### src/rtl/pipe_pkg.sv
// Shared pipeline definitions: RV32I load/store funct3 codes, LSU state encoding,
// reset address default and the access legality check used by the memory stage.
package pipe_pkg;

  localparam logic [2:0] F3_LB  = 3'b000;
  localparam logic [2:0] F3_LH  = 3'b001;
  localparam logic [2:0] F3_LW  = 3'b010;
  localparam logic [2:0] F3_LBU = 3'b100;
  localparam logic [2:0] F3_LHU = 3'b101;
  localparam logic [2:0] F3_SB  = 3'b000;
  localparam logic [2:0] F3_SH  = 3'b001;
  localparam logic [2:0] F3_SW  = 3'b010;

  localparam logic [1:0] LSU_IDLE    = 2'd0;
  localparam logic [1:0] LSU_RD_WAIT = 2'd1;
  localparam logic [1:0] LSU_WR_WAIT = 2'd2;

  localparam logic [31:0] LSU_RESET_ADDR = 32'h0000_0000;

  // funct3[1:0] encodes the access size for every legal load and store.
  function automatic logic access_ok(input logic is_store, input logic [2:0] f3,
                                     input logic [1:0] addr_lo);
    logic legal;
    logic aligned;
    if (is_store) legal = (f3 == F3_SB) || (f3 == F3_SH) || (f3 == F3_SW);
    else          legal = f3 inside {F3_LB, F3_LH, F3_LW, F3_LBU, F3_LHU};
    case (f3[1:0])
      2'b01:   aligned = !addr_lo[0];
      2'b10:   aligned = (addr_lo == 2'b00);
      default: aligned = 1'b1;
    endcase
    return legal && aligned;
  endfunction

endpackage

### src/rtl/lsu_align.sv
// Combinational lane logic: store byte enables / replicated store data, and
// load byte/halfword extraction with sign or zero extension.
module lsu_align
  import pipe_pkg::*;
(
  input  logic [2:0]  funct3_i,
  input  logic [1:0]  addr_lo_i,
  input  logic [31:0] store_data_i,
  input  logic [31:0] load_word_i,
  output logic [3:0]  byte_en_o,
  output logic [31:0] store_data_o,
  output logic [31:0] load_data_o
);

  logic [31:0] shifted;

  always_comb begin
    byte_en_o    = 4'b1111;
    store_data_o = store_data_i;
    case (funct3_i[1:0])
      2'b00: begin
        byte_en_o    = 4'b0001 << addr_lo_i;
        store_data_o = {4{store_data_i[7:0]}};
      end
      2'b01: begin
        byte_en_o    = addr_lo_i[1] ? 4'b1100 : 4'b0011;
        store_data_o = {2{store_data_i[15:0]}};
      end
      default: ;
    endcase
  end

  // Halfword loads are aligned, so a byte-granular shift also selects the halfword.
  assign shifted = load_word_i >> {addr_lo_i, 3'b000};

  always_comb begin
    case (funct3_i)
      F3_LB:   load_data_o = {{24{shifted[7]}}, shifted[7:0]};
      F3_LBU:  load_data_o = {24'h0, shifted[7:0]};
      F3_LH:   load_data_o = {{16{shifted[15]}}, shifted[15:0]};
      F3_LHU:  load_data_o = {16'h0, shifted[15:0]};
      default: load_data_o = load_word_i;
    endcase
  end

endmodule

### src/rtl/load_store_unit.sv
// Memory-access stage: issues one load/store to the data-memory ready/valid bus
// and returns load results to write-back. Optional watchdog: LSU_TIMEOUT_EN.
module load_store_unit
  import pipe_pkg::*;
#(
  parameter logic [31:0] RESET_ADDR     = LSU_RESET_ADDR,
  parameter int          TIMEOUT_CYCLES = 255
) (
  input  logic        clk,
  input  logic        reset,
  input  logic        stall,
  input  logic        flush,
  input  logic        ex_valid,
  input  logic        ex_mem_read,
  input  logic        ex_mem_write,
  input  logic [2:0]  ex_funct3,
  input  logic [31:0] ex_address,
  input  logic [31:0] ex_store_data,
  input  logic [4:0]  ex_dest_reg_sel,
  output logic        lsu_stall,
  output logic        dmem_read_ready,
  output logic [31:0] dmem_read_address,
  input  logic [31:0] dmem_read_data,
  input  logic        dmem_read_valid,
  output logic        dmem_write_ready,
  output logic [31:0] dmem_write_address,
  output logic [31:0] dmem_write_data,
  output logic [3:0]  dmem_write_byte,
  input  logic        dmem_write_valid,
  output logic        wb_valid,
  output logic [4:0]  wb_dest_reg_sel,
  output logic [31:0] wb_read_data,
  output logic        access_fault,
  output logic [31:0] fault_address
);

  logic [1:0]  state_q, state_d;
  logic [2:0]  f3_q, f3_d;
  logic [1:0]  lo_q, lo_d;
  logic [4:0]  dest_q, dest_d;
  logic        flushed_q, flushed_d;
  logic        rd_ready_q, rd_ready_d, wr_ready_q, wr_ready_d;
  logic [31:0] rd_addr_q, rd_addr_d, wr_addr_q, wr_addr_d;
  logic [31:0] wr_data_q, wr_data_d;
  logic [3:0]  wr_byte_q, wr_byte_d;
  logic        wb_valid_q, wb_valid_d;
  logic [4:0]  wb_dest_q, wb_dest_d;
  logic [31:0] wb_data_q, wb_data_d;
  logic        fault_q, fault_d;
  logic [31:0] fault_addr_q, fault_addr_d;

  logic        is_store, accept, access_legal, accept_legal, accept_bad;
  logic        rd_resp, wr_resp, timeout;
  logic [2:0]  align_f3;
  logic [1:0]  align_lo;
  logic [3:0]  al_byte;
  logic [31:0] al_store, al_load;

  // A request with both read and write set is treated as a store.
  assign is_store     = ex_mem_write;
  assign accept       = (state_q == LSU_IDLE) && ex_valid && !stall && (ex_mem_read || ex_mem_write);
  assign access_legal = access_ok(is_store, ex_funct3, ex_address[1:0]);
  assign accept_legal = accept && access_legal;
  assign accept_bad   = accept && !access_legal;
  assign rd_resp      = (state_q == LSU_RD_WAIT) && dmem_read_valid;
  assign wr_resp      = (state_q == LSU_WR_WAIT) && dmem_write_valid;

  // The aligner serves the new store at accept and the pending load at response.
  assign align_f3 = (state_q == LSU_RD_WAIT) ? f3_q : ex_funct3;
  assign align_lo = (state_q == LSU_RD_WAIT) ? lo_q : ex_address[1:0];

  lsu_align u_align (
    .funct3_i     (align_f3),
    .addr_lo_i    (align_lo),
    .store_data_i (ex_store_data),
    .load_word_i  (dmem_read_data),
    .byte_en_o    (al_byte),
    .store_data_o (al_store),
    .load_data_o  (al_load)
  );

`ifdef LSU_TIMEOUT_EN
  localparam int CNT_W = ($clog2(TIMEOUT_CYCLES + 1) > 8) ? $clog2(TIMEOUT_CYCLES + 1) : 8;
  logic [CNT_W-1:0] cnt_q, cnt_d;

  assign cnt_d   = (state_q == LSU_IDLE) ? '0 : cnt_q + 1'b1;
  assign timeout = (state_q != LSU_IDLE) && !rd_resp && !wr_resp &&
                   (cnt_q == CNT_W'(TIMEOUT_CYCLES - 1));

  always_ff @(posedge clk or posedge reset) begin
    if (reset) cnt_q <= '0;
    else       cnt_q <= cnt_d;
  end
`else
  assign timeout = 1'b0;
`endif

  assign lsu_stall = accept_legal || ((state_q != LSU_IDLE) && !rd_resp && !wr_resp && !timeout);

  always_comb begin
    state_d      = state_q;
    f3_d         = f3_q;
    lo_d         = lo_q;
    dest_d       = dest_q;
    flushed_d    = flushed_q;
    rd_ready_d   = rd_ready_q;
    wr_ready_d   = wr_ready_q;
    rd_addr_d    = rd_addr_q;
    wr_addr_d    = wr_addr_q;
    wr_data_d    = wr_data_q;
    wr_byte_d    = wr_byte_q;
    wb_valid_d   = 1'b0;
    wb_dest_d    = wb_dest_q;
    wb_data_d    = wb_data_q;
    fault_d      = 1'b0;
    fault_addr_d = fault_addr_q;
    case (state_q)
      LSU_IDLE: begin
        if (accept_legal) begin
          f3_d      = ex_funct3;
          lo_d      = ex_address[1:0];
          dest_d    = ex_dest_reg_sel;
          flushed_d = 1'b0;
          if (is_store) begin
            state_d    = LSU_WR_WAIT;
            wr_ready_d = 1'b1;
            wr_addr_d  = {ex_address[31:2], 2'b00};
            wr_data_d  = al_store;
            wr_byte_d  = al_byte;
          end else begin
            state_d    = LSU_RD_WAIT;
            rd_ready_d = 1'b1;
            rd_addr_d  = {ex_address[31:2], 2'b00};
          end
        end else if (accept_bad) begin
          fault_d      = 1'b1;
          fault_addr_d = ex_address;
        end
      end
      LSU_RD_WAIT: begin
        if (flush) flushed_d = 1'b1;
        if (rd_resp) begin
          state_d    = LSU_IDLE;
          rd_ready_d = 1'b0;
          if (!(flushed_q || flush)) begin
            wb_valid_d = 1'b1;
            wb_dest_d  = dest_q;
            wb_data_d  = al_load;
          end
        end else if (timeout) begin
          state_d      = LSU_IDLE;
          rd_ready_d   = 1'b0;
          fault_d      = 1'b1;
          fault_addr_d = {rd_addr_q[31:2], lo_q};
        end
      end
      LSU_WR_WAIT: begin
        if (wr_resp) begin
          state_d    = LSU_IDLE;
          wr_ready_d = 1'b0;
        end else if (timeout) begin
          state_d      = LSU_IDLE;
          wr_ready_d   = 1'b0;
          fault_d      = 1'b1;
          fault_addr_d = {wr_addr_q[31:2], lo_q};
        end
      end
      default: state_d = LSU_IDLE;
    endcase
  end

  always_ff @(posedge clk or posedge reset) begin
    if (reset) begin
      state_q      <= LSU_IDLE;
      f3_q         <= '0;
      lo_q         <= '0;
      dest_q       <= '0;
      flushed_q    <= 1'b0;
      rd_ready_q   <= 1'b0;
      wr_ready_q   <= 1'b0;
      rd_addr_q    <= RESET_ADDR;
      wr_addr_q    <= RESET_ADDR;
      wr_data_q    <= '0;
      wr_byte_q    <= '0;
      wb_valid_q   <= 1'b0;
      wb_dest_q    <= '0;
      wb_data_q    <= '0;
      fault_q      <= 1'b0;
      fault_addr_q <= '0;
    end else begin
      state_q      <= state_d;
      f3_q         <= f3_d;
      lo_q         <= lo_d;
      dest_q       <= dest_d;
      flushed_q    <= flushed_d;
      rd_ready_q   <= rd_ready_d;
      wr_ready_q   <= wr_ready_d;
      rd_addr_q    <= rd_addr_d;
      wr_addr_q    <= wr_addr_d;
      wr_data_q    <= wr_data_d;
      wr_byte_q    <= wr_byte_d;
      wb_valid_q   <= wb_valid_d;
      wb_dest_q    <= wb_dest_d;
      wb_data_q    <= wb_data_d;
      fault_q      <= fault_d;
      fault_addr_q <= fault_addr_d;
    end
  end

  assign dmem_read_ready    = rd_ready_q;
  assign dmem_read_address  = rd_addr_q;
  assign dmem_write_ready   = wr_ready_q;
  assign dmem_write_address = wr_addr_q;
  assign dmem_write_data    = wr_data_q;
  assign dmem_write_byte    = wr_byte_q;
  assign wb_valid           = wb_valid_q;
  assign wb_dest_reg_sel    = wb_dest_q;
  assign wb_read_data       = wb_data_q;
  assign access_fault       = fault_q;
  assign fault_address      = fault_addr_q;

endmodule

### config.mk
export PLATFORM = sky130hd
export DESIGN_NAME = load_store_unit
export DESIGN_NICKNAME = d
export VERILOG_FILES = /design/src/rtl/pipe_pkg.sv /design/src/rtl/lsu_align.sv /design/src/rtl/load_store_unit.sv
export SDC_FILE = /design/constraint.sdc
export NUM_CORES = 1
export LEC_CHECK = 0
export CAP_MARGIN = 30
export CORE_ASPECT_RATIO = 2
export CORE_UTILIZATION = 40
export CTS_BUF_LIST = sky130_fd_sc_hd__clkbuf_16
export DETAILED_ROUTE_END_ITERATION = 7
export PLACE_DENSITY_LB_ADDON = 0.1
export REMOVE_ABC_BUFFERS = 1
export SKIP_LAST_GASP = 1
export SYNTH_ARGS = -nofsm -noshare
export SYNTH_HDL_FRONTEND = slang
export SYNTH_SLANG_ARGS = --single-unit
### constraint.sdc
create_clock -name clk -period 5.6 [get_ports clk]
set_input_delay 0.84 -clock clk [delete_from_list [all_inputs] [get_ports clk]]
set_output_delay 0.84 -clock clk [all_outputs]
set_load 0.05 [all_outputs]
Word-level counts from Yosys, hierarchy flattened
Cells that the tools add are included.
{"block": "op_classes", "muxes": 30, "shifts": 2, "eq_ne": 18, "n_bitwise": 3, "reduce_logical": 38}
{"op": "$pmux 32 s4", "count": 1}
{"op": "$pmux 32 s2", "count": 1}
{"op": "$shr 32x5->16", "count": 1}
{"op": "$reduce_and 3->1", "count": 6}
{"op": "$mux 1", "count": 15}
{"op": "$eq 3x3->1 const B", "count": 4}
{"op": "$ne 2x2->1 const B", "count": 6}
{"op": "$logic_and 1x1->1", "count": 10}
{"op": "$mux 2", "count": 5}
{"op": "$pmux 1 s2", "count": 4}
{"op": "$pmux 4 s2", "count": 1}
{"op": "$reduce_and 4->1", "count": 2}
{"op": "$eq 2x1->1 const B", "count": 3}
{"op": "$eq 3x1->1 const B", "count": 2}
{"op": "$logic_not 2->1", "count": 3}
{"op": "$logic_not 3->1", "count": 2}
{"op": "$pmux 2 s3", "count": 1}
{"op": "$reduce_bool 2->1", "count": 3}
{"op": "$logic_not 1->1", "count": 5}
{"op": "$logic_or 1x1->1", "count": 5}
{"op": "$reduce_bool 5->1", "count": 1}
{"op": "$eq 2x2->1 const B", "count": 2}
{"op": "$mux 4", "count": 1}
{"op": "$shl 1x2->4 const A", "count": 1}
{"op": "other kinds (4)", "count": 6}
{"block": "totals", "regBits": 182, "input_bits": 113}

Depth between registers and ports, before layout
Gate-level depths: netlist of the first run.
{"block": "logic_depth", "word_depth": 10, "mapped_depth": 10, "ltp_nobuf": 8}

By module
From an unflattened synthesis of the first run, not the netlist that was laid out.
{"block": "unflattened", "cells_unflattened": 602, "hier_area_um2": 8365.5}
{"mod": "load_store_unit", "seq_area_each_um2": 4554.4, "instances": 1, "area_per_inst_um2": 7098.1, "cells_each": 423}
{"mod": "lsu_align", "seq_area_each_um2": 0.0, "instances": 1, "area_per_inst_um2": 1267.5, "cells_each": 179}

Worst setup path after synthesis of the first run
No wires, ideal clock.
{"block": "synth_timing", "path_type": "input to output", "from": "input ex_funct3[0]", "to": "output lsu_stall", "setup_slack_ps": 2146, "arrival_ps": 2614, "path_stages": 7, "path_cell_list": "inv_1 -> ha_1 -> nor2b_1 -> a2bb2oi_1 -> o211ai_1 -> clkbuf_1 -> o21ai_0"}
{"block": "synth_between", "elab_chain_cells": 7}
{"element": "from (decl)", "line": "load_store_unit.sv:16", "text": "input logic [2:0] ex_funct3,"}
{"element": "parallel branches: the longest is 4 deep, another holds $reduce_bool 5->1"}
{"element": "$logic_and 1x1->1 (*)", "line": "pipe_pkg.sv:32", "text": "return legal && aligned;"}
{"element": "$logic_and 1x1->1 (*)", "line": "load_store_unit.sv:63", "text": "assign accept_legal = accept && access_legal;"}
{"element": "$logic_or 1x1->1 (*)", "line": "load_store_unit.sv:98", "text": "assign lsu_stall = accept_legal || ((state_q != LSU_IDLE) && !rd_resp && !wr_resp && !timeout);"}
{"element": "to (decl)", "line": "load_store_unit.sv:20", "text": "output logic lsu_stall,"}
Mark *: on every way between the ends.

Worst setup path in the final report of the first run
{"block": "layout_timing", "from": "input ex_funct3[1]", "to": "output lsu_stall"}
The elaborated chain is that of the path after synthesis.

==> flow_summary.json, run 1 <==
{
  "postCtsSetupBuffers": 0,
  "drt_drc_violations_left": 0,
  "crit_start": "ex_funct3[1]",
  "worst-path-stages": 7,
  "insertedDiodeCount": 0,
  "drive_above_1_share": 0.177,
  "post_cts_resized": 0,
  "antenna_found_initial": 0,
  "hold_class": "register to register",
  "status": "completed",
  "synth_warnings": 0,
  "cts_sinks": 182,
  "wl_per_cell_um": 19.6,
  "cp_cell_sequence": "clkdlybuf4s50_1, inv_1, ha_1, a2bb2oi_1, o211ai_1, o21ai_0, clkdlybuf4s50_1",
  "cts_made_buffers": 17,
  "path_class": "input pin to output pin",
  "finalClockSkew_ps": 8.98,
  "fillers": 1620,
  "drt-vias-per-instance": 5.23,
  "die_x_um": 100,
  "period_share": 0.727,
  "final_max_slew_viol_count": 0,
  "combPwrFrac": 0.458,
  "power.total_mw": 5.54,
  "synth_top_area_share": 0.588,
  "grt_usage": 0.234,
  "initial_core_util": 0.409,
  "post-place-cells": 1130,
  "root_buffer": "clkbuf_16",
  "grt_pass1_wl_mm": 35.5,
  "p_sw_frac": 0.425,
  "die-height_um": 199,
  "cpMaxStageDelayCell": "clkdlybuf4s50_1",
  "yosysSeqAreaShare": 0.588,
  "wl_mm": 22.8,
  "synthToLayoutAreaGrowth_pct": 46.9,
  "finalWorstSetupSlack_ps": 1530,
  "die_area_sq_um": 19900,
  "holdBufCountCts": 0,
  "finalNonFillerCells": 1163,
  "p_leak_nw": 5.01,
  "worstHoldStart": "dest_q[3]",
  "cp_common_cell": "clkdlybuf4s50_1",
  "synth_cells": 620,
  "critPathBufInv": 3,
  "clk_latency_ps": 420,
  "syn_area_sq_um": 7740,
  "grt_max_degree": 110,
  "worst_setup_path_end_kind": "output pin",
  "reg2reg_depth": 7,
  "grt_pass1_vias": 6701,
  "syn-mean-instance-area_sq_um": 12.5,
  "power_switching_mw": 2.36,
  "cts.clk_slew.worst_paths_ps": 70,
  "cts_htree_levels": 4,
  "ys_ff_latch": 182,
  "slowest_delay_ps": 860,
  "fmaxAchievable_mhz": 246,
  "required_ps": 4760,
  "core_area_sq_um": 18900,
  "firstDrtPassIters": 4,
  "final_hold_viol_count": 0,
  "rr_startpoint": "state_q[0]",
  "gp_congestion": 0.811,
  "slew_headroom": 0.351,
  "final_antenna_net_count": 0,
  "setup_viol": 0,
  "cts_tree": "yes",
  "min_period_ps": 4070,
  "pwr_density_cell_nw_per_um2": 487,
  "hold_depth": 2,
  "synth_largest_area_cell": "dfrtp_1",
  "worst_pin_slew_ps": 955,
  "synth_cell_type_count": 43,
  "rsz0062_at_grt": "no",
  "p_int_mw": 3.18,
  "crit_arrival_ps": 3230,
  "rows": 71,
  "num_vias": 6079,
  "pwr-share-seq": 0.339,
  "port_buffers": 282,
  "max_cap_violations": 0,
  "drt_iter0_markers": 158,
  "cts_buffer_depth": 2,
  "dpl_worst_slack_ps": 1570,
  "pwr-share-clk": 0.203,
  "place.detailed.hpwl_mm": 16.5,
  "cpLargestDelayFamily": "buffers and inverters",
  "fin_nets": 1011,
  "ir_worst_vdd_uv": 331,
  "pin_count": 287,
  "grt-ovfl-total": 0,
  "synthTopCellsByArea": "dfrtp_1, mux2_2, nand2_1, mux2i_1, o21ai_0",
  "path_max_fanout": 5,
  "crit_path_start_kind": "input pin"
}
flip-flops by register name (all words and copies together) (netlist names):
| name | count |
|---|---|
| wb_read_data | 32 |
| dmem_write_ready | 1 |
| state_q | 2 |
| dmem_read_ready | 1 |
| dmem_write_byte | 4 |
| flushed_q | 1 |
| wb_dest_reg_sel | 5 |
| fault_address | 32 |
| dest_q | 5 |
| f3_q | 3 |
| lo_q | 2 |
| dmem_write_data | 32 |
| wb_valid | 1 |
| dmem_read_address | 30 |
| access_fault | 1 |
| dmem_write_address | 30 |
area by class of cell:
cell class / count / area [sq um] / area share
Clock buffer: 17 / 425 / 0.0374
Clock inverter: 15 / 114 / 0.0100
Inverter: 9 / 38.8 / 0.00341
Multi-Input combinational cell: 392 / 2980 / 0.262
Sequential cell: 182 / 4550 / 0.401
Tap cell: 255 / 319 / 0.0281
Timing Repair Buffer: 293 / 2940 / 0.258
routing by layer:
metal / GRT usage / up-vias / routed length [um]
met5: 0 / - / 0
met4: 0.109 / 0 / 638
met3: 0.0601 / 40 / 1400
met2: 0.436 / 231 / 12800
met1: 0.239 / 3043 / 7940
li1: - / 2765 / -
cell usage in the layout (no fill, tap or decap), types with 2 or more instances in the layout:
master	count
clkdlybuf4s50_1	282
dfrtp_1	182
mux2_2	115
nand2_1	74
o21ai_0	33
mux2i_1	27
a21oi_1	26
o22ai_1	22
nor2_1	19
clkbuf_16	17
a221o_1	16
inv_1	9
buf_4	9
a22oi_1	8
a31oi_1	8
nor2b_1	4
clkinv_1	4
inv_6	4
conb_1	4
nand2b_1	3
mux2i_2	3
nor3_1	3
ha_1	3
clkinv_2	3
o211ai_1	2
mux2_1	2
nor3b_1	2
o31ai_1	2
clkinvlp_4	2
through the flow:
stage               setup TNS, ps  cell area [sq um]   util  hold slack [ps]
detailed placement              0              10800  0.571              450
floorplan                  -33430               7560      -              433
global route                    0              11400  0.601              501
CTS                             0              11300  0.599              469
finish                          0              11400  0.601              465
global placement                0              10800  0.571              443
cells in the mapped netlist:
library cell	instances
buf_2	5
a22o_1	1
nand2b_1	3
o211ai_1	2
dfrtp_1	182
or4bb_1	1
inv_1	8
nor3_1	3
clkinv_1	1
o31ai_1	2
a221o_1	16
buf_4	4
nor2b_1	4
nor2_1	19
clkbuf_1	21
o21ai_0	33
nor4b_1	1
o31a_1	1
a21o_1	1
o311a_4	1
buf_1	8
a2bb2oi_1	1
o21ai_1	1
mux2_1	2
mux2_2	115
mux2i_1	27
a21oi_1	27
nand2_1	74
a32o_1	1
ha_1	3
o21a_1	1
nand3b_1	1
a21boi_0	1
or3_1	1
mux2i_2	3
nor2b_2	1
nor3b_1	2
a22oi_1	8
o22ai_1	22
buf_6	2
conb_1	1
or2_2	1
a31oi_1	8
tightest hold or removal path: stages (launching register included):
cell and delay [ps]:
dfrtp_1 340, nand2_1 50, nand2_1 40
path summary, 6_finish.rpt:
path                                       end  slack (ps)
setup / recovery                     lsu_stall        1530
hold / removal              wb_dest_reg_sel[3]         470
setup reg to reg              wb_read_data[28]        2470
hold reg to reg             wb_dest_reg_sel[3]         470
max in group asynchronous    fault_address[27]        3450
min in group asynchronous  dmem_write_data[17]         720
cell families (layout without fill, tap and decap cells):
kind of cell	Yosys count	count (layout)	share of synthesized area
compound gates	127	127	0.106
fa+ha+maj	3	3	0.00485
buf+inv	49	334	0.0285
flops	182	182	0.588
mux	147	147	0.210
other cells	1	4	0.000485
simple gates	111	111	0.0609
power by group through the flow:
stage,sequential [mW],clock (mW),combinational [mW]
floorplan,3.06,0,0.427
global placement,1.87,0,2.52
detailed placement,1.90,0,2.55
CTS,1.88,1.15,2.55
global route,1.92,1.21,2.64
finish,1.88,1.12,2.54
(Power assumes the default switching activity.)
==> inputs of run 2 (changes only) <==
- CORE_UTILIZATION: 40 -> 45
- clock period: 5.6 -> 4.2 ns (I/O delays scaled with it)
==> run 2 against run 1 <==
  * Sequential power is 34% higher
  * Clock skew decreased by 2.1 ps
  * Global-route usage up 2.6 points
  * Power rose by 33%
  * Cell count is 3.7% lower
  * Sequential share of layout area is 0.11 points higher
  * Cell area down 0.26%
  * Clock power increased by 32%
  * Non-clock buffer count is 5 higher
  * Worst setup slack got worse by 430 ps
  * Hold slack improved by 4.5 ps
  * Highest routed layer unchanged
==> flow_summary.json, run 2 (same netlist as run 1, synthesis figures left out) <==
{
  "finalClockSkew_ps": 6.87,
  "finalWorstSetupSlack_ps": 1100,
  "finalNonFillerCells": 1120,
  "post-place-cells": 1088,
  "path_max_fanout": 4,
  "min_period_ps": 3100,
  "hold_class": "register to register",
  "final_common_cell": "clkdlybuf4s50_1",
  "grt_pass1_wl_mm": 34.8,
  "initial_core_util": 0.462,
  "crit_path_start_kind": "input pin",
  "post_cts_resized": 0,
  "power.total_mw": 7.38,
  "core_area_sq_um": 16800,
  "root_buffer": "clkbuf_16",
  "max_cap_violations": 0,
  "grt_pass1_vias": 6658,
  "gp_congestion": 0.830,
  "synthToLayoutAreaGrowth_pct": 46.5,
  "cts_made_buffers": 17,
  "cts_tree": "yes",
  "slowest_delay_ps": 560,
  "pin_count": 287,
  "ir_worst_vdd_uv": 495,
  "crit_arrival_ps": 2470,
  "drt-vias-per-instance": 5.53,
  "antenna_found_initial": 0,
  "grt_max_degree": 114,
  "cts_htree_levels": 4,
  "grt-ovfl-total": 0,
  "post-route-util": 0.676,
  "insertedDiodeCount": 0,
  "die_x_um": 94.7,
  "wl_per_cell_um": 19.8,
  "path_class": "input pin to output pin",
  "holdBufCountCts": 0,
  "fin_nets": 1016,
  "worst_setup_path_end_kind": "output pin",
  "drive_above_1_share": 0.183,
  "postCtsSetupBuffers": 0,
  "mostFrequentLayoutCells": "clkdlybuf4s50_1, dfrtp_1, mux2_2, nand2_1, o21ai_0",
  "worst_pin_slew_ps": 748,
  "period_share": 0.738,
  "firstDrtPassIters": 4,
  "cp_cell_sequence": "clkdlybuf4s50_1, inv_1, ha_1, nor2b_1, a2bb2oi_1, o211ai_1, o21ai_0, buf_4",
  "drt_drc_violations_left": 0,
  "slew_headroom": 0.501,
  "num_vias": 6188,
  "status": "completed",
  "dpl_worst_slack_ps": 914,
  "cpMaxStageDelayCell": "clkdlybuf4s50_1",
  "required_ps": 3570,
  "port_buffers": 282,
  "final_hold_viol_count": 0,
  "setup_viol": 0,
  "cts_buffer_depth": 2,
  "p_leak_nw": 5.04,
  "final_max_slew_viol_count": 0,
  "pwr_density_cell_nw_per_um2": 651,
  "place.detailed.hpwl_mm": 16.3,
  "die_area_sq_um": 17800,
  "clk_latency_ps": 430,
  "wl_mm": 22.1,
  "cts_sinks": 182,
  "grt_usage": 0.261,
  "final_antenna_net_count": 0,
  "die-height_um": 187,
  "fmaxAchievable_mhz": 323,
  "cts.clk_slew.worst_paths_ps": 70,
  "rsz0062_at_grt": "no",
  "drt_iter0_markers": 246,
  "rows": 67
}
run 2: cell count changes in the layout (fill, tap and decap cells not counted):
cell	delta
clkinvlp_4	+1
clkinv_2	-1
inv_1	+2
clkinv_1	-2
buf_16	-1
buf_12	+1
buf_4	+6
clkdlybuf4s50_1	-1
run 2: critical path: cells and delay by family:
family / cells / cell delay (ps)
buf+inv: 3 / 900
fa+ha+maj: 1 / 240
simple gates: 1 / 140
compound gates: 3 / 560
run 2: final timing paths:
path,startpoint,to,slack (ps),cells past startpoint
setup / recovery,ex_funct3[0],lsu_stall,1100,8
hold / removal,dest_q[1],wb_dest_reg_sel[1],470,2
setup reg to reg,state_q[1],wb_read_data[18],1460,8
hold reg to reg,dest_q[1],wb_dest_reg_sel[1],470,2
max in group asynchronous,reset,fault_address[14],2470,3
min in group asynchronous,reset,dmem_write_address[18],690,2
run 2: area by class of cell:
cell class / count / area (sq um)
multi-input combinational: 392 / 2980
tap: 207 / 259
clock inverter: 15 / 116
timing repair buffer: 298 / 2970
inverter: 9 / 38.8
sequential: 182 / 4550
fill: 1289 / 5430
clock buffer: 17 / 425
run 2: layer usage:
metal | track usage | part of all wire
met1 | 0.266 | 0.34
met2 | 0.470 | 0.55
met3 | 0.0703 | 0.068
met4 | 0.131 | 0.043
met5 | 0 | 0
run 2: power by group:
part,switching (mW),internal [mW],leakage [nW]
Clock,0.676,0.809,0.272
Sequential,0.273,2.23,2.31
Combinational,2.19,1.20,2.46
Total,3.14,4.25,5.04
run 2: stage by stage:
step / setup TNS [ps] / instance area [sq um] / hold slack (ps)
after floorplan: -250010 / 7560 / 433
after global placement: 0 / 10800 / 443
after detailed placement: 0 / 10800 / 457
after CTS: 0 / 11300 / 473
after global routing: 0 / 11300 / 499
final: 0 / 11300 / 470
==> patch 1, RTL diff (flow settings as in run 2) <==
The option `LSU_TIMEOUT_EN` is turned on by a define.
--- a/src/rtl/load_store_unit.sv
+++ b/src/rtl/load_store_unit.sv
@@ -1,5 +1,7 @@
 // Memory-access stage: issues one load/store to the data-memory ready/valid bus
 // and returns load results to write-back. Optional watchdog: LSU_TIMEOUT_EN.
+`define LSU_TIMEOUT_EN
+
 module load_store_unit
   import pipe_pkg::*;
 #(
Behaviour: no difference found for any inputs over 4 cycles, from zero or initial values and one cycle with reset high; that may be too few to reach the edited logic, so the function may still have changed.
==> patch 1 against run 2 <==
Count of clock-buffer cells in the layout unchanged; worst setup slack got worse by 0.13 ns; sequential cell count increased by 8; design area is 12% higher; first-iteration DRC count up 16%; via count rose by 19%; register-to-register slack worse by 0.35 ns; synthesized area rose by 17%; wire length rose by 15%; cell count is 22% higher; critical path type unchanged; critical endpoint unchanged.
Power is not compared: it rests on default switching activity, and its combinational part moved more than twofold at a synthesized area within 25%.
==> patch 1: results (changes against run 2) <==
status - complete, no violations
GR Util All Layers - 25.4% (-0.63 points)
Distinct cells, synth - 53 (+23%)
relative slew slack - 33.1% (-17 points)
first-pass GRT wire length - 39.9 mm (+15%)
pwr/cell area - 931 nW/um^2
DR WL/cell - 18.7 microns (-5.6%)
number of DRC markers in iteration 0 - 286 (+16%)
total number of vias - 7339 (+19%)
Final Wtd Congestion - 0.815 (-1.9%)
clock skew - 0.0133 ns (+0.00648 ns)
dominant cells by area after synthesis - dfrtp_1 (53%), mux2_2 (13%), a21oi_1 (4.0%)
largest net degree at the start of global routing - 100 (-12%)
post-cts resize count - 0 (unchanged)
Clock Latency Late Sink - 0.43 ns (about the same)
leakage power - 0.00539 uW
layout cells sized above 1 - 15.9% (-2.4 points)
Synth async-reset ratio - 100% (unchanged)
IO buf count - 282 (unchanged)
vias in the first global route - 7468 (+12%)
nets@finish - 1210 (+19%)
top fanout value on the critical path - 7 (+3)
worst hold path class - reg2reg
Placed Area - 12100 sq um (+12%)
Post-CTS Hold Buffers - 0 (unchanged)
Placement Setup Slack - 0.985 ns (+0.0706 ns)
WP data arrival - 2.60 ns (+0.13 ns)
Seq/Total Area, Yosys - 52.5% (-6.3 points)
Syn. warnings - 0 (unchanged)
initial antenna violation count - 1 (+1)
top cells by count, synth - dfrtp_1 (190), mux2_2 (108), nor2_1 (76), a21oi_1 (73), nand2_1 (66)
DP Wirelength - 17.8 mm (+9.1%)
number of setup buffers added after CTS - 0 (unchanged)
Detailed Routing Iterations Pass 1 - 5 (+1)
Fillers - 1674 (+30%)
H-tree levels - 4 (unchanged)
## patch 1: worst paths after layout
kind                              start                  end  slack, ns  cells past startpoint
min reg2reg                   dest_q[2]   wb_dest_reg_sel[2]       0.47                      2
max reg2reg                  state_q[1]    fault_address[31]       1.11                      9
max in group asynchronous         reset      dmem_read_ready       2.58                      3
min in group asynchronous         reset  dmem_write_data[22]       0.71                      2
max                        ex_funct3[1]            lsu_stall       0.97                      7
min                           dest_q[2]   wb_dest_reg_sel[2]       0.47                      2
## patch 1: area by class of cell
class	count	area share, %
Antenna cell	1	0.0197
Timing Repair Buffer	300	23.6
Sequential cell	190	37.5
Clock inverter	13	1.10
Inverter	15	0.503
Multi-Input combinational cell	564	31.3
Tap cell	262	2.59
Clock buffer	17	3.36
## patch 1: layer usage
metal,share of wire [%],GRT usage (%),up-vias
met5,0,0,-
met3,5.8,6.85,37
li1,-,-,3459
met1,37,27.3,3626
met2,55,45.4,217
met4,2.7,11.3,0
## patch 1: cell families (layout without fill, tap and decap cells)
kind of cell | count (synthesis) | in the layout | share of synthesized area, %
adders and majority gates | 9 | 9 | 1.24
other | 1 | 5 | 0.0414
xor gates and xnor gates | 4 | 4 | 0.387
buffers and inverters | 72 | 345 | 3.85
muxes | 148 | 148 | 18.1
and+or+nand+nor | 180 | 180 | 8.52
AOI/OAI and AO/OA | 219 | 219 | 15.4
DFF | 190 | 190 | 52.5
## patch 1: critical path: stages
cell	delay, ns
clkdlybuf4s50_1	0.62
inv_1	0.13
ha_1	0.31
a2bb2oi_1	0.33
o211ai_1	0.21
o21ai_0	0.14
buf_4	0.23
## patch 1: through the flow
| step | instances | setup TNS, ns |
|---|---|---|
| 2_1_floorplan | 769 | -383.36 |
| 3_3_place_gp | 1330 | 0 |
| 3_5_place_dp | 1331 | 0 |
| 4_1_cts | 1361 | 0 |
| 5_1_grt | 1362 | 0 |
| 6_report | 1362 | 0 |
## patch 1: where the power goes
part	switching, uW	internal [uW]
clock network	717	875
registers	538	2660
logic	4500	2520
total	5750	6060
==> patch 2, RTL diff (config.mk and constraints of run 2) <==
Made on the original files. `fault_addr_q` no longer has a reset.
--- a/src/rtl/load_store_unit.sv
+++ b/src/rtl/load_store_unit.sv
@@ -186,7 +186,6 @@
       wb_dest_q    <= '0;
       wb_data_q    <= '0;
       fault_q      <= 1'b0;
-      fault_addr_q <= '0;
     end else begin
       state_q      <= state_d;
       f3_q         <= f3_d;
@@ -203,8 +202,11 @@
       wb_dest_q    <= wb_dest_d;
       wb_data_q    <= wb_data_d;
       fault_q      <= fault_d;
-      fault_addr_q <= fault_addr_d;
     end
+  end
+
+  always_ff @(posedge clk) begin
+    fault_addr_q <= fault_addr_d;
   end
 
   assign dmem_read_ready    = rd_ready_q;
Function: changed (Yosys sat finds a counterexample within 4 cycles, from zero or initial values and one cycle with reset high).
==> patch 2 against run 2 <==
Combinational power shrank 15%; worst setup slack lost 0.083 ns; sequential cell count is the same; sequential power shrank 3%; synthesized area shrank 2.3%; power shrank 6.4%; clock skew shrank 0.0025 ns; highest routed layer unchanged; design area shrank 1.3%; count of clock-buffer cells in the layout grew 1; wire length shrank 2.0%.
==> patch 2: results (changes against run 2) <==
clock skew - 0.00438 ns (-0.00249 ns)
Via density - 5.45 (-1.4%)
Worst IR Drop VDD - 0.000478 V (-3.4%)
f_max - 0.314 GHz (-2.6%)
DP Wirelength - 16.0 mm (-2.1%)
internal power - 4050 uW (-4.6%)
vias in the first global route - 6524 (-2.0%)
DR WL met3 - 1.65 mm (+10%)
setup slack, reg-to-reg - 1.52 ns (+0.06 ns)
Psw - 2860 uW (-8.9%)
r2r endpoint - wb_read_data[21]
leakage power - 0.00481 uW (-4.4%)
initial antenna violation count - 1 (+1)
Seq/Total Area, Yosys - 62.4% (+3.5 points)
GR Util met1 - 25.6% (-1.0 points)
proportion of cell area spent on the clock network - 5.23% (+0.45 points)
WP data arrival - 2.55 ns (+0.08 ns)
number of non-clock inverters in the layout - 8 (-1)
Final Wtd Congestion - 0.836 (+0.76%)
GR Util All Layers - 26.0% (-0.031 points)
# diodes - 1 (+1)
Distinct cells, synth - 46 (+7.0%)
post-synthesis mux area share - 15.7% (-5.3 points)
Adder-Cell Fraction of Synth Area - 0.497% (+0.012 points)
relative slew slack - 32.2% (-18 points)
R2R cell count - 6 (-2)
top cells by count, synth - dfrtp_1 (150), mux2_2 (71), nand2_1 (66), o21ai_0 (49), a21oi_1 (40)
Fillers - 1250 (-3.0%)
dominant cells by area after synthesis - dfrtp_1 (50%), edfxtp_1 (13%), mux2_2 (11%)
GRT met2 Usage - 47.4% (+0.40 points)
Synth async-reset ratio - 82.4% (-18 points)
first-pass GRT wire length - 33.8 mm (-2.9%)
status - complete, no violations
non-clock buffer count in the final layout - 294 (-1.3%)
met1 WL - 7.07 mm (-5.9%)
# clk buffers - 18 (+1)
layout cells sized above 1 - 15.6% (-2.7 points)
Synth Area in Compound Gates - 12.0% (+1.3 points)
patch 2: changes by cell type after synthesis, sizes merged, moves of 6 or more:
cell and delta:
mux2 -40, nand2 -8, a211o +8, o21ai +17, dfrtp -32, edfxtp +32, a31oi -6, o22ai -7
nor2 +8, a21oi +13, a22oi -7
patch 2: critical path, cell delays in order:
cell and delay [ns]:
clkdlybuf4s50_1 0.58, inv_1 0.13, ha_1 0.23, nor2b_1 0.13
o2bb2ai_1 0.19, nand2_1 0.14, nand3b_1 0.14, o21ai_0 0.18
buf_12 0.20
patch 2: stage by stage:
| stage | util, % | cells | hold WS (ns) |
|---|---|---|---|
| 3_3_place_gp | 64.9 | 1052 | 0.440 |
| 6_report | 68.5 | 1085 | 0.468 |
| 3_5_place_dp | 64.9 | 1052 | 0.456 |
| 2_1_floorplan | - | 554 | 0.433 |
| 4_1_cts | 68.4 | 1084 | 0.473 |
| 5_1_grt | 68.5 | 1085 | 0.490 |
